File: config.mk
export PLATFORM = sky130hd
export DESIGN_NAME = saph_stream_unpack
export DESIGN_NICKNAME = d
export VERILOG_FILES = /design/src/rtl/saph_stream_unpack.sv
export SDC_FILE = /design/constraint.sdc
export NUM_CORES = 1
export LEC_CHECK = 0
export CORE_MARGIN = 1.5
export CORE_UTILIZATION = 25
export CTS_BUF_LIST = sky130_fd_sc_hd__clkbuf_2
export DETAILED_ROUTE_END_ITERATION = 10
export RECOVER_POWER = 100
export SLEW_MARGIN = 5
export SYNTH_ARGS = -nofsm -noshare
export SYNTH_HDL_FRONTEND = slang
export SYNTH_SLANG_ARGS = --single-unit
File: constraint.sdc
create_clock -name clk -period 7.1 [get_ports clk]
set_input_delay 0.71 -clock clk [delete_from_list [all_inputs] [get_ports clk]]
set_output_delay 0.71 -clock clk [all_outputs]
set_load 0.01 [all_outputs]
File: src/rtl/saph_stream_unpack.sv
// Variable-width field unpacker: packed words in, LSB-first fields out.
// Each field can be zero-extended, sign-extended or bit-replicated to full scale.
module saph_stream_unpack #(
    parameter int unsigned pack_width   = 32,
    parameter int unsigned unpack_width = 8
) (
    input  logic                                   clk,
    input  logic                                   rst,
    input  logic                                   in_valid,
    output logic                                   in_ready,
    input  logic [pack_width-1:0]                  in_data,
    input  logic [$clog2(unpack_width+1)-1:0]      cfg_width,
    input  logic [1:0]                             cfg_mode,
    input  logic                                   flush,
    output logic                                   out_valid,
    input  logic                                   out_ready,
    output logic [unpack_width-1:0]                out_data,
    output logic [$clog2(2*pack_width+1)-1:0]      level
);

    localparam int unsigned unpack_exp  = $clog2(unpack_width + 1);
    localparam int unsigned buf_width   = 2 * pack_width;
    localparam int unsigned level_width = $clog2(2 * pack_width + 1);
    localparam int unsigned idx_width   = $clog2(unpack_width);

    logic [buf_width-1:0]    bits_q;
    logic [buf_width-1:0]    bits_shift;
    logic [buf_width-1:0]    bits_next;
    logic [level_width-1:0]  level_q;
    logic [level_width-1:0]  base_level;
    logic [level_width-1:0]  level_next;
    logic [unpack_exp-1:0]   w;
    logic                    extract;
    logic                    accept;
    logic [unpack_width-1:0] raw;
    logic [unpack_width-1:0] field;
    logic [unpack_width-1:0] shaped;
    logic [idx_width-1:0]    top;
    logic [idx_width-1:0]    j;
    int                      wi;

    assign level = level_q;

    // Effective field width, clamped to the output width
    assign w = (cfg_width > unpack_exp'(unpack_width)) ? unpack_exp'(unpack_width) : cfg_width;

    assign in_ready = !rst && !flush && (level_q <= level_width'(pack_width));
    assign accept   = in_valid && in_ready;
    assign extract  = !flush && (level_q >= level_width'(w)) && (!out_valid || out_ready);
    assign raw      = bits_q[unpack_width-1:0];

    // Field masking and output shaping
    always_comb begin
        wi     = int'(w);
        top    = idx_width'(wi - 1);
        j      = top;
        field  = '0;
        shaped = '0;
        for (int i = 0; i < int'(unpack_width); i++) begin
            field[i] = (i < wi) ? raw[i] : 1'b0;
        end
        case (cfg_mode)
            2'd1: begin
                shaped = field;
                if (wi != 0) begin
                    for (int i = 0; i < int'(unpack_width); i++) begin
                        shaped[i] = (i < wi) ? field[i] : field[top];
                    end
                end
            end
            2'd2: begin
                // Walk the field MSB-first, wrapping back to its top bit
                if (wi != 0) begin
                    for (int i = int'(unpack_width) - 1; i >= 0; i--) begin
                        shaped[i] = field[j];
                        j = (j == '0) ? top : j - idx_width'(1);
                    end
                end
            end
            default: shaped = field;
        endcase
    end

    // Buffer update: consume first, then append the new word above what remains
    always_comb begin
        bits_shift = extract ? (bits_q >> w) : bits_q;
        base_level = extract ? (level_q - level_width'(w)) : level_q;
        bits_next  = bits_shift;
        level_next = base_level;
        if (accept) begin
            bits_next  = bits_shift | (buf_width'(in_data) << base_level);
            level_next = base_level + level_width'(pack_width);
        end
    end

    always_ff @(posedge clk) begin
        if (rst) begin
            bits_q    <= '0;
            level_q   <= '0;
            out_valid <= 1'b0;
            out_data  <= '0;
        end else begin
            if (flush) begin
                bits_q  <= '0;
                level_q <= '0;
            end else begin
                bits_q  <= bits_next;
                level_q <= level_next;
            end
            if (extract) begin
                out_valid <= 1'b1;
                out_data  <= shaped;
            end else if (out_ready) begin
                out_valid <= 1'b0;
            end
        end
    end

endmodule

### After elaboration in Yosys (flattened, before gate mapping)

Index checks and enable logic that the tools add are counted.

* flip-flop bits (word level): 80
* bits of input ports: 43
* output and inout bits: 17
* word-level logic and storage cells: 106

* add/subtract/negate cells: 10
* order comparisons: 19
* equality and inequality tests: 2
* shifts and indexed selects: 2
* multiplexer cells: 49
* bitwise operators: 1
* reduce and logical (&&, ||, !) cells: 19

Operator list (number)
* two-way mux 64 bit: 2
* OR 64 bit: 1
* left shift 32 x 7 -> 64 bit: 1
* right shift 64 x 4 -> 64 bit: 1
* less-than comparator 3 x 4 -> 1 bit, second input constant: 8
* two-way mux 1 bit: 26
* binary-select mux 1 bit (select 3 bit): 8
* subtractor 3 x 1 -> 3 bit, second input constant: 8
* logical NOT 3 bit: 7
* two-way mux 3 bit: 7
* less-than comparator 3 x 4 -> 1 bit, first input constant: 4
* two-way mux 8 bit: 2
* case mux 8 bit (2 select lines): 1
* two-way mux 7 bit: 2
* less-than comparator 1 x 4 -> 1 bit, first input constant: 2
* less-than comparator 2 x 4 -> 1 bit, first input constant: 2
* adder 7 x 6 -> 7 bit, second input constant: 1
* greater-or-equal comparator 7 x 4 -> 1 bit: 1
* <= comparator 7 x 6 -> 1 bit, second input constant: 1
* subtractor 7 x 4 -> 7 bit: 1
* logical AND 1 bit: 5
* greater-than comparator 4 bit, second input constant: 1
* two-way mux 4 bit: 1
* nonzero test 4 bit: 1
* 6 further kinds: 8

### Depth between registers and ports, before layout

* depth in word-level cells: 21
* depth in mapped cells: 29

### Worst setup path after synthesis

No wires, ideal clock.

* path type: in2reg
* start: input port cfg_width[3]
* end: register out_data[0]
* setup time: 0.128 ns
* arrival: 6.208 ns
* path slack: 0.764 ns
* cell stages on the path: 28
* path buffers: 5
* cell sequence: nand2b_1 > buf_2 > buf_2 > buf_2 > buf_2 > buf_2 > ha_1 > xor2_1 > nand2_1 > mux2i_1 > nor2_1 > ha_1 > xor2_1 > nor2_1 > ha_1 > a21boi_0 > nor3_1 > a21oi_1 > xor2_1 > o21ai_1 > ha_1 > nand2_1 > mux2i_1 > mux2i_1 > o311ai_0 > a21oi_1 > o22ai_1 > nor2_1

* longest elaborated chain between the ends: 21
* elaborated cells between the ends (all ways): 52
* classes of those cells: 8 x add/sub; 10 x order compare; 24 x mux; 10 x reduce/logical

RTL lines
* from (decl): RTL line 12 `input logic [$clog2(unpack_width+1)-1:0] cfg_width,`
* greater-than comparator 4 bit: RTL line 45 `assign w = (cfg_width > unpack_exp'(unpack_width)) ? unpack_exp'(unpack_width) : cfg_width;`
* two-way mux 4 bit *: RTL line 45
* subtractor 3 x 1 -> 3 bit: RTL line 55 `top = idx_width'(wi - 1);`
* subtractor 3 x 1 -> 3 bit / logical NOT 3 bit (equally long branches): RTL line 76 `j = (j == '0) ? top : j - idx_width'(1);`
* two-way mux 3 bit: RTL line 76
* subtractor 3 x 1 -> 3 bit / logical NOT 3 bit (equally long branches): RTL line 76
* two-way mux 3 bit: RTL line 76
* subtractor 3 x 1 -> 3 bit / logical NOT 3 bit (equally long branches): RTL line 76
* [... 5 more ...]
* subtractor 3 x 1 -> 3 bit / logical NOT 3 bit (equally long branches): RTL line 76
* two-way mux 3 bit: RTL line 76
* subtractor 3 x 1 -> 3 bit / logical NOT 3 bit (equally long branches): RTL line 76
* two-way mux 3 bit: RTL line 76
* binary-select mux 1 bit (select 3 bit): RTL line 75 `shaped[i] = field[j];`
* two-way mux 1 bit (implied by the code): RTL line 75
* two-way mux 8 bit: RTL line 73 `if (wi != 0) begin`
* case mux 8 bit (2 select lines): RTL line 62 `case (cfg_mode)`
* to (signal assigned): RTL line 112 `out_data <= shaped;`
* to (decl): RTL line 17 `output logic [unpack_width-1:0] out_data,`

Mark *: on every way between the ends. The rest lies on a longest branch, timed or not. The select of a mux whose other input is x is not followed.
A chain may end at the register's enable or synchronous reset.

### Worst setup path in the final report

* start: input port cfg_width[1]
* end: register bits_q[62]

* longest elaborated chain between the ends: 9
* elaborated cells between the ends (all ways): 12
* classes of those cells: 1 x add/sub; 2 x order compare; 2 x shift; 4 x mux; 1 x bitwise; 2 x reduce/logical

RTL lines
* greater-than comparator 4 bit: RTL line 45
* two-way mux 4 bit *: RTL line 45
* greater-or-equal comparator 7 x 4 -> 1 bit: RTL line 49 `assign extract = !flush && (level_q >= level_width'(w)) && (!out_valid || out_ready);`
* logical AND 1 bit (2 in a row): RTL line 49
* two-way mux 7 bit: RTL line 87 `base_level = extract ? (level_q - level_width'(w)) : level_q;`
* left shift 32 x 7 -> 64 bit: RTL line 91 `bits_next = bits_shift | (buf_width'(in_data) << base_level);`
* OR 64 bit: RTL line 91
* two-way mux 64 bit *: RTL line 90 `if (accept) begin`
* to (signal assigned): RTL line 107 `bits_q <= bits_next;`
* to (decl): RTL line 26 `logic [buf_width-1:0] bits_q;`

Mark *: on every way between the ends. The rest lies on a longest branch, timed or not.

==> impl_summary.log <==
INFO  metric synth-edff-count = 0
INFO  metric die_w = 199 µm
INFO  metric post-route-min-period = a little over 6 ns
INFO  metric rsz0062_at_grt = no
INFO  metric syn_area_per_cell = 7.20 µm²
INFO  metric powerDensity = between 150 and 200 mW/mm²
INFO  metric post-route-period-util = 0.878
INFO  metric critical_path_peak_fanout = 34
INFO  metric cp_num_buf_inv = 2
INFO  metric synth_async_sr_flop_share = 0
INFO  metric type_of_element_capturing_the_critical_path = register
INFO  metric clkTransAtPathRegs = 0.31 ns
INFO  metric syn_area = 0.00956 mm²
INFO  metric static_leakage = 4.08 nW
INFO  metric vias_after_detailed_routing = about 11000
INFO  metric gr-usage-all-layers = 0.193
INFO  metric insertion_delay = around 0.64 ns
INFO  metric layout_cell_share_with_drive_strength_beyond_1 = 0.0634
INFO  metric grt_first_pass_wirelength = 59100 µm
INFO  metric worstSetupPathType = in2reg
INFO  metric ys_seq_area_frac = 0.168
INFO  metric start_kind = primary input
INFO  metric routed_wirelength = between 30000 and 40000 µm
INFO  metric layoutNonFillerInstCount = 1837
INFO  metric post_cts.repair.setup_buffers = 0
INFO  metric dr.pass1.iters = 9
INFO  metric grt_start_max_net_pins = 83
INFO  metric synthesis.instances = 1327
INFO  metric fp.coreArea = 0.0377 mm²
INFO  metric yosys_reg_bits = 80
INFO  metric cap_viol_max_count = 1
INFO  metric dieHeight = approximately 200 µm
INFO  metric antenna_found_initial = 1
INFO  metric ir_worst_vdd = 0.0000785 V
INFO  metric globalplace.congestion = 0.991
INFO  metric failed_checks = max-capacitance violations, max-slew violations
INFO  metric maxSlewViolCount = 19
INFO  metric cp_slowest_stage_delay = 1.07 ns
INFO  metric fin_worst_skew = 0.0545 ns
INFO  metric critical_path_s_most_frequent_cell = sky130_fd_sc_hd__mux2i_1
INFO  metric finalHoldViolCount = 0
INFO  metric synth_top_flop_cell = sky130_fd_sc_hd__dfxtp_1
INFO  metric clockRootBuffer = sky130_fd_sc_hd__clkbuf_2
INFO  metric cts-buffers-inserted = 9
INFO  metric core.rowCount = 71
INFO  metric level_count_of_the_clock_h_tree = 3
INFO  metric run_status = complete, but fails checks
INFO  metric setup_viol_count_final = 0
INFO  metric timing_worst_slew_pin_value = about 1.9 ns
INFO  metric detailed_route_wire_length_per_cell = 20.8 µm
INFO  metric io-pin-count = 60
INFO  metric slew_headroom = -0.283
INFO  metric crit_path_cell_trace = dlygate4sd3_1 -> nand2b_2 -> buf_4 -> ha_1 -> nor2b_1 -> o31a_1 -> o21ai_0 -> mux2_4 -> mux2i_1 -> o21ai_0 -> mux2i_1 -> mux2i_1 -> a31oi_1 -> o22ai_1
INFO  metric top_achievable_clock_speed = 160 MHz
INFO  metric drtIter0Drc = 1267
INFO  metric syn2layout_area_growth = 11.3%
INFO  metric critPathRequiredTime = between 7 and 8 ns
INFO  metric globalRoute.totalOverflow = 0
INFO  metric critPathArrivalTime = 6.83 ns
INFO  metric initial_utilization = 0.254
INFO  metric detail_route.drc_violations = 0
INFO  metric cp_top_family = compound AO/OA/AOI/OAI gates
INFO  metric place_inst = 1820
INFO  metric yosys_warnings = 0
INFO  metric vias_per_cell = ~5.7
INFO  metric post_cts.resized_instances = 0
INFO  metric tns = 0 ns
INFO  metric dieArea = 0.0394 mm²
INFO  metric critical-path-slowest-cell = sky130_fd_sc_hd__o21ai_0
INFO  metric tritoncts_clock_tree = built
INFO  metric postCtsHoldBufs = 0
INFO  metric clock_path_buffers = 2
INFO  metric detailed_place_hpwl = 28600 µm
INFO  metric final_nets = about 1400
INFO  metric holdCritPathClass = reg2reg
INFO  metric syn_nets = around 1400
INFO  metric count_of_different_cell_masters_after_synthesis = 69
INFO  metric ant_nets = 0
INFO  metric port-buffer-count = between 50 and 60
INFO  metric vias_in_the_first_global_route = 9719
INFO  metric clock_sink_count = 80
[flip-flops by register name (all words and copies together) (netlist names)]
signal     flops
bits_q        64
level          7
out_data       8
out_valid      1
[power by group]
part,switching (mW),internal (mW)
Combinational,0.652,0.323
Clock,0.207,0.0509
Sequential,0.0326,0.477
[cells in the mapped netlist, drive strengths merged (13+ instances only)]
master	n	area (µm²)
o21ai	71	367
inv	13	48.8
buf	50	260
a21oi	161	806
mux2i	230	2300
a22oi	15	113
o22ai	28	175
nor2	146	551
ha	15	188
nand2	200	753
mux2	13	150
nor3	26	135
mux4	13	293
dfxtp	80	1600
a31oi	14	87.6
a211oi	15	113
a221oi	20	175
o211ai	13	97.6
nand3	18	90.1
clkbuf	56	210
[stage by stage]
step,setup slack [ns],hold slack [ns],total power [mW],util,cell area [µm²]
after floorplan,0.764,0.511,1.15,-,9560
after global placement,0.859,0.487,1.47,0.281,10600
after detailed placement,0.618,0.491,1.47,0.281,10600
after CTS,1.34,0.518,1.74,0.284,10700
after global routing,0.501,0.549,1.83,0.282,10600
final,0.866,0.509,1.74,0.282,10600
[worst min-delay path, stage by stage (launching register included)]
cell,delay (ns)
sky130_fd_sc_hd__dfxtp_1,0.36
sky130_fd_sc_hd__nor2_1,0.09
sky130_fd_sc_hd__a211oi_1,0.05
[logic make-up (layout without fill, tap and decap cells)]
kind of cell | after synthesis | after routing | share of synthesized area
AO/OA/AOI/OAI | 408 | 408 | 0.264
adder cells (fa/ha/maj) | 16 | 16 | 0.0217
multiplexers | 256 | 256 | 0.287
flip-flops | 80 | 80 | 0.168
other | 0 | 1 | 0
AND/OR/NAND/NOR | 430 | 430 | 0.189
buffers and inverters | 121 | 119 | 0.0551
XOR/XNOR | 16 | 16 | 0.0154
[final timing paths]
path | from | endpoint | slack [ns] | cells after the start
setup / recovery | cfg_width[1] | bits_q[62] | 0.87 | 14
hold / removal | out_data[1] | out_data[1] | 0.51 | 2
setup reg to reg | level[1] | bits_q[62] | 1.89 | 11
hold reg to reg | out_data[1] | out_data[1] | 0.51 | 2
[final cells by class]
| cell class | count | area, µm² |
|---|---|---|
| sequential | 80 | 1600 |
| multi-input combinational | 1126 | 7450 |
| antenna | 1 | 2.50 |
| fill | 4212 | 27000 |
| tap | 511 | 639 |
| clock inverter | 7 | 55.1 |
| inverter | 15 | 56.3 |
| timing repair buffer | 88 | 783 |
| clock buffer | 9 | 45.0 |
[cells in the final DEF, fill, tap and decap left out, drive strengths merged, types with 17 or more instances in the layout]
cell           count
nand2            200
nand3             18
mux2i            230
o21ai             71
dfxtp             80
o22ai             28
a221oi            20
nor3              26
nor2             146
clkdlybuf4s50     39
dlygate4sd3       18
inv               17
a21oi            161
buf               26
[per-layer routing]
| layer | vias up | GRT usage | part of all wire |
|---|---|---|---|
| met2 | 573 | 0.287 | 0.42 |
| li1 | 4886 | - | - |
| met5 | - | 0 | 0 |
| met4 | 0 | 0.0682 | 0.035 |
| met1 | 4983 | 0.283 | 0.46 |
| met3 | 81 | 0.0256 | 0.082 |
Note: power is estimated with default switching activity, not from simulation.
